--- config.mk ---
export PLATFORM = sky130hd
export DESIGN_NAME = exe_mem_latch
export DESIGN_NICKNAME = d
export VERILOG_FILES = /design/src/rtl/exe_mem_latch.sv
export SDC_FILE = /design/constraint.sdc
export NUM_CORES = 1
export LEC_CHECK = 0
export BUFFER_PORTS_ARGS = -buffer_cell sky130_fd_sc_hd__buf_2
export CAP_MARGIN = 30
export CORE_MARGIN = 2
export CORE_UTILIZATION = 44
export DETAILED_ROUTE_END_ITERATION = 8
export GPL_TIMING_DRIVEN = 1
export PLACE_DENSITY = 0.78
export SYNTH_ARGS = -nofsm -noshare
export SYNTH_HDL_FRONTEND = slang
export SYNTH_SLANG_ARGS = --single-unit
--- constraint.sdc ---
create_clock -name clk -period 1 [get_ports clk]
set_input_delay 0.1 -clock clk [delete_from_list [all_inputs] [get_ports clk]]
set_output_delay 0.1 -clock clk [all_outputs]
set_load 0.05 [all_outputs]
--- src/rtl/exe_mem_latch.sv ---
// exe_mem_latch: EX/MEM pipeline register with stall/flush and registered branch decision.
// Define EXMEM_PERF_CNT_EN to add saturating stall/flush event counters.
module exe_mem_latch #(
    parameter int DATA_W = 32,
    parameter int REG_W  = 5
) (
    input  logic              clk,
    input  logic              rst_n,
    input  logic              stall,
    input  logic              flush,
    input  logic              ex_valid,
    input  logic [DATA_W-1:0] ex_add_result,
    input  logic [DATA_W-1:0] ex_alu_result,
    input  logic              ex_zero,
    input  logic [DATA_W-1:0] ex_rt_data,
    input  logic [REG_W-1:0]  ex_write_reg,
    input  logic              ex_branch,
    input  logic              ex_mem_read,
    input  logic              ex_mem_write,
    input  logic              ex_reg_write,
    input  logic              ex_mem_to_reg,
    output logic              mem_valid,
    output logic [DATA_W-1:0] mem_branch_target,
    output logic [DATA_W-1:0] mem_alu_result,
    output logic              mem_zero,
    output logic [DATA_W-1:0] mem_rt_data,
    output logic [REG_W-1:0]  mem_write_reg,
    output logic              mem_branch,
    output logic              mem_mem_read,
    output logic              mem_mem_write,
    output logic              mem_reg_write,
    output logic              mem_mem_to_reg,
    output logic              mem_pc_src
`ifdef EXMEM_PERF_CNT_EN
    ,
    output logic [15:0]       perf_stall_cnt,
    output logic [15:0]       perf_flush_cnt
`endif
);
    always_ff @(posedge clk or negedge rst_n) begin
        if (!rst_n) begin
            mem_valid         <= 1'b0;
            mem_branch_target <= '0;
            mem_alu_result    <= '0;
            mem_zero          <= 1'b0;
            mem_rt_data       <= '0;
            mem_write_reg     <= '0;
            mem_branch        <= 1'b0;
            mem_mem_read      <= 1'b0;
            mem_mem_write     <= 1'b0;
            mem_reg_write     <= 1'b0;
            mem_mem_to_reg    <= 1'b0;
        end else if (flush) begin
            mem_valid      <= 1'b0;
            mem_branch     <= 1'b0;
            mem_mem_read   <= 1'b0;
            mem_mem_write  <= 1'b0;
            mem_reg_write  <= 1'b0;
            mem_mem_to_reg <= 1'b0;
        end else if (!stall) begin
            mem_valid         <= ex_valid;
            mem_branch_target <= ex_add_result;
            mem_alu_result    <= ex_alu_result;
            mem_zero          <= ex_zero;
            mem_rt_data       <= ex_rt_data;
            mem_write_reg     <= ex_write_reg;
            // Gating with valid keeps bubbles from carrying live control.
            mem_branch        <= ex_branch & ex_valid;
            mem_mem_read      <= ex_mem_read & ex_valid;
            mem_mem_write     <= ex_mem_write & ex_valid;
            mem_reg_write     <= ex_reg_write & ex_valid;
            mem_mem_to_reg    <= ex_mem_to_reg & ex_valid;
        end
    end

    assign mem_pc_src = mem_valid & mem_branch & mem_zero;

`ifdef EXMEM_PERF_CNT_EN
    always_ff @(posedge clk or negedge rst_n) begin
        if (!rst_n) begin
            perf_stall_cnt <= '0;
            perf_flush_cnt <= '0;
        end else begin
            if (stall && !flush && perf_stall_cnt != 16'hFFFF) perf_stall_cnt <= perf_stall_cnt + 16'd1;
            if (flush && perf_flush_cnt != 16'hFFFF) perf_flush_cnt <= perf_flush_cnt + 16'd1;
        end
    end
`endif
endmodule

==> impl_metrics.csv <==
group,metric,value,unit
sta,setup_viol,102,
cts,clk_path_buf_depth,2,
yosys,yosysWarnings,0,
yosys,synth_cell_types,12,
yosys,avgSynthCellArea,17.72,sq um
global_route,grt_pass1_wl,19750,um
pwr,vdd_ir_drop_max,1066,uV
flow_run,drv_cap,0,
routing,drt_iter0_drc,71,
floorplan,die_w,100.5,um
yosys,muxShareOfSynthArea,30.13,%
cts,clk_latency,350,ps
critical_path,path_class,"reg2out",
critical_path,worst_path_dominant_cell_family,"flip-flops",
floorplan,placementRows,35,
yosys,synth_fp_nets,343,
sta,clock_skew,0,ps
routing,wl_per_cell,19.00,um
floorplan,core_area,9153,sq um
final_layout,final_cell_mix,"buf_2 (110), dlygate4sd3_1 (108), buf_6 (108)",
pwr,power_leakage,3.647,nW
final_layout,finalNetCount,719,
place,place.gp.congestion,0.7699,
cts,htree_num_levels,3,
yosys,synthAdderAreaFrac,0,%
floorplan,io_pins,221,
routing,vias_per_cell,4.830,
sta,fin_crit_sh,118.8,%
critical_path,required,900,ps
sta,rsz0062_at_grt,"yes",
sta,tightest_slew,448.8,ps
critical_path,worstPathMaxFanout,2,
final_layout,area_growth,86.49,%
place,place_area,5393,sq um
place,port-buffer-count,220,
sta,fmax,841.9,MHz
yosys,synth_cells,231,
yosys,synth_top_family_by_area,"multiplexers",
yosys,synth_compound_area_share,1.222,%
sta,layout_min_cycle_time,1188,ps
pwr,p_total,13.58,mW
routing,ant_nets,0,
critical_path,path_cells,"and3_4 > buf_8",
global_route,grtUsageTotal,25.75,%
final_layout,drive_gt1_share,63.56,%
cts,cts.sinks,108,
cts,cts-root-buf,"clkbuf_8",
outcome,outcome,"complete, but fails checks",
routing,vias,3492,
global_route,grt_pass1_vias,3935,
critical_path,start_kind,"register",
final_layout,fin_area,7635,sq um
final_layout,reg.largest.list,"mem_alu_result: 32 flops, mem_branch_target: 32 flops, mem_rt_data: 32 flops",
cts,cts_tree,"yes",
global_route,grt_max_degree,59,
sta,drv_slew,0,
global_route,antenna_found_initial,0,
sta,slew_headroom,70.02,%
yosys,synthXorXnorAreaFrac,0,%
critical_path,crit_path_top_delay_cell,"dfrtp_2",
global_route,grt_overflow,0,
cts,numCtsBuffers,9,
floorplan,die_h,100.5,um
critical_path,cp_slowest_stage_delay,420,ps
floorplan,start_util,44.73,%
place,hpwlAfterDp,6604,um
yosys,ys_ff_latch,108,
yosys,synth-seq-area-share,66.01,%
final_layout,final_common_cell,"buf_2",
critical_path,worst-path-buf-inv,1,
yosys,synth-simple-area-share,0.6724,%
sta,fin_ws,-187.8,ps
routing,drc,0,
floorplan,dieArea,10090,sq um
outcome,violations,"negative setup slack",
routing,wl,13740,um
worst_hold_path,hp-class,"in2reg",
yosys,syn_area,4094,sq um
final_layout,n_antenna_cell,0,
critical_path,endpoint_kind,"output pin",
cts,path_clk_slew,110,ps
pwr,p_per_area,1779,nW/um^2
critical_path,worst_ep_arrival_time,1090,ps
sta,hold_violations,0,
routing,dr.pass1.iters,5,
[per-layer routing]
| metal | vias to the layer above | wire, um | GRT usage [%] | share of wire, % |
|---|---|---|---|---|
| met3 | 45 | 815 | 5.479 | 5.9 |
| met5 | - | 0 | 0 | 0 |
| li1 | 1570 | - | - | - |
| met1 | 1699 | 4739 | 26.24 | 35 |
| met2 | 178 | 7636 | 49.41 | 56 |
| met4 | 0 | 545 | 12.43 | 4.0 |
[metrics by stage]
stage | setup WS (ps) | setup TNS (ps) | utilization (%) | hold slack (ps) | cells
3_3_place_gp | -190.5 | -18100 | 58.92 | 22.96 | 561
6_report | -187.8 | -2294 | 83.42 | 36.33 | 723
4_1_cts | -206.3 | -4158 | 81.53 | 11.10 | 701
3_5_place_dp | -227.4 | -20360 | 58.92 | 30.53 | 561
5_1_grt | -227.7 | -6367 | 83.42 | 36.39 | 723
2_1_floorplan | -0.3783 | -0.3783 | - | -195.6 | 231
[cells by family (layout without fill, tap and decap cells)]
group,Yosys count,in the layout
compound gates,5,5
flops,108,108
buf+inv,11,392
simple gates,4,4
mux,103,103
[repair_timing]
action,in CTS,in global routing
gates resized for setup,220,2
hold buffers,108,0
setup buffers,16,22
endpoints found under the setup margin,109,109
hold endpoints to repair,215,0
[synthesized netlist by cell type]
cell	count	share of area (%)
nor2_4	1	0.28
buf_6	4	1.1
dfrtp_1	108	66
mux2_1	5	1.4
mux2_2	77	21
and3_1	1	0.15
nor2_1	1	0.092
nor2b_1	1	0.15
mux2_4	20	7.3
a32o_1	5	1.2
buf_2	7	0.86
mux2i_1	1	0.24
[area by class of cell]
class                           count  area [sq um]
Fill cell                         442          1518
Clock inverter                      4         33.78
Timing Repair Buffer              376          3288
Multi-Input combinational cell    112          1316
Tap cell                          111         138.9
Sequential cell                   108          2713
Clock buffer                       12         145.1
[report_power, final]
group / total [mW] / switching, mW / internal, mW
logic: 5.64 / 3.18 / 2.46
clock network: 2.45 / 1.45 / 0.998
registers: 5.50 / 0.504 / 4.99
total: 13.6 / 5.14 / 8.45
[tightest hold or removal path: stages]
cell	delay [ps]
buf_2	110
buf_4	110
nor2_1	40
[worst paths after layout]
kind,start,to,slack (ps),cells after the start
worst max-delay path,mem_zero,mem_pc_src,-190,2
worst min-delay path,flush,mem_valid,40,3
worst max register to register,mem_mem_to_reg,mem_mem_to_reg,10,3
worst min register to register,mem_branch_target[10],mem_branch_target[10],520,1
max in group asynchronous,rst_n,mem_rt_data[5],310,3
min in group asynchronous,rst_n,mem_alu_result[30],190,2
Power figures use the tool's default switching activity.
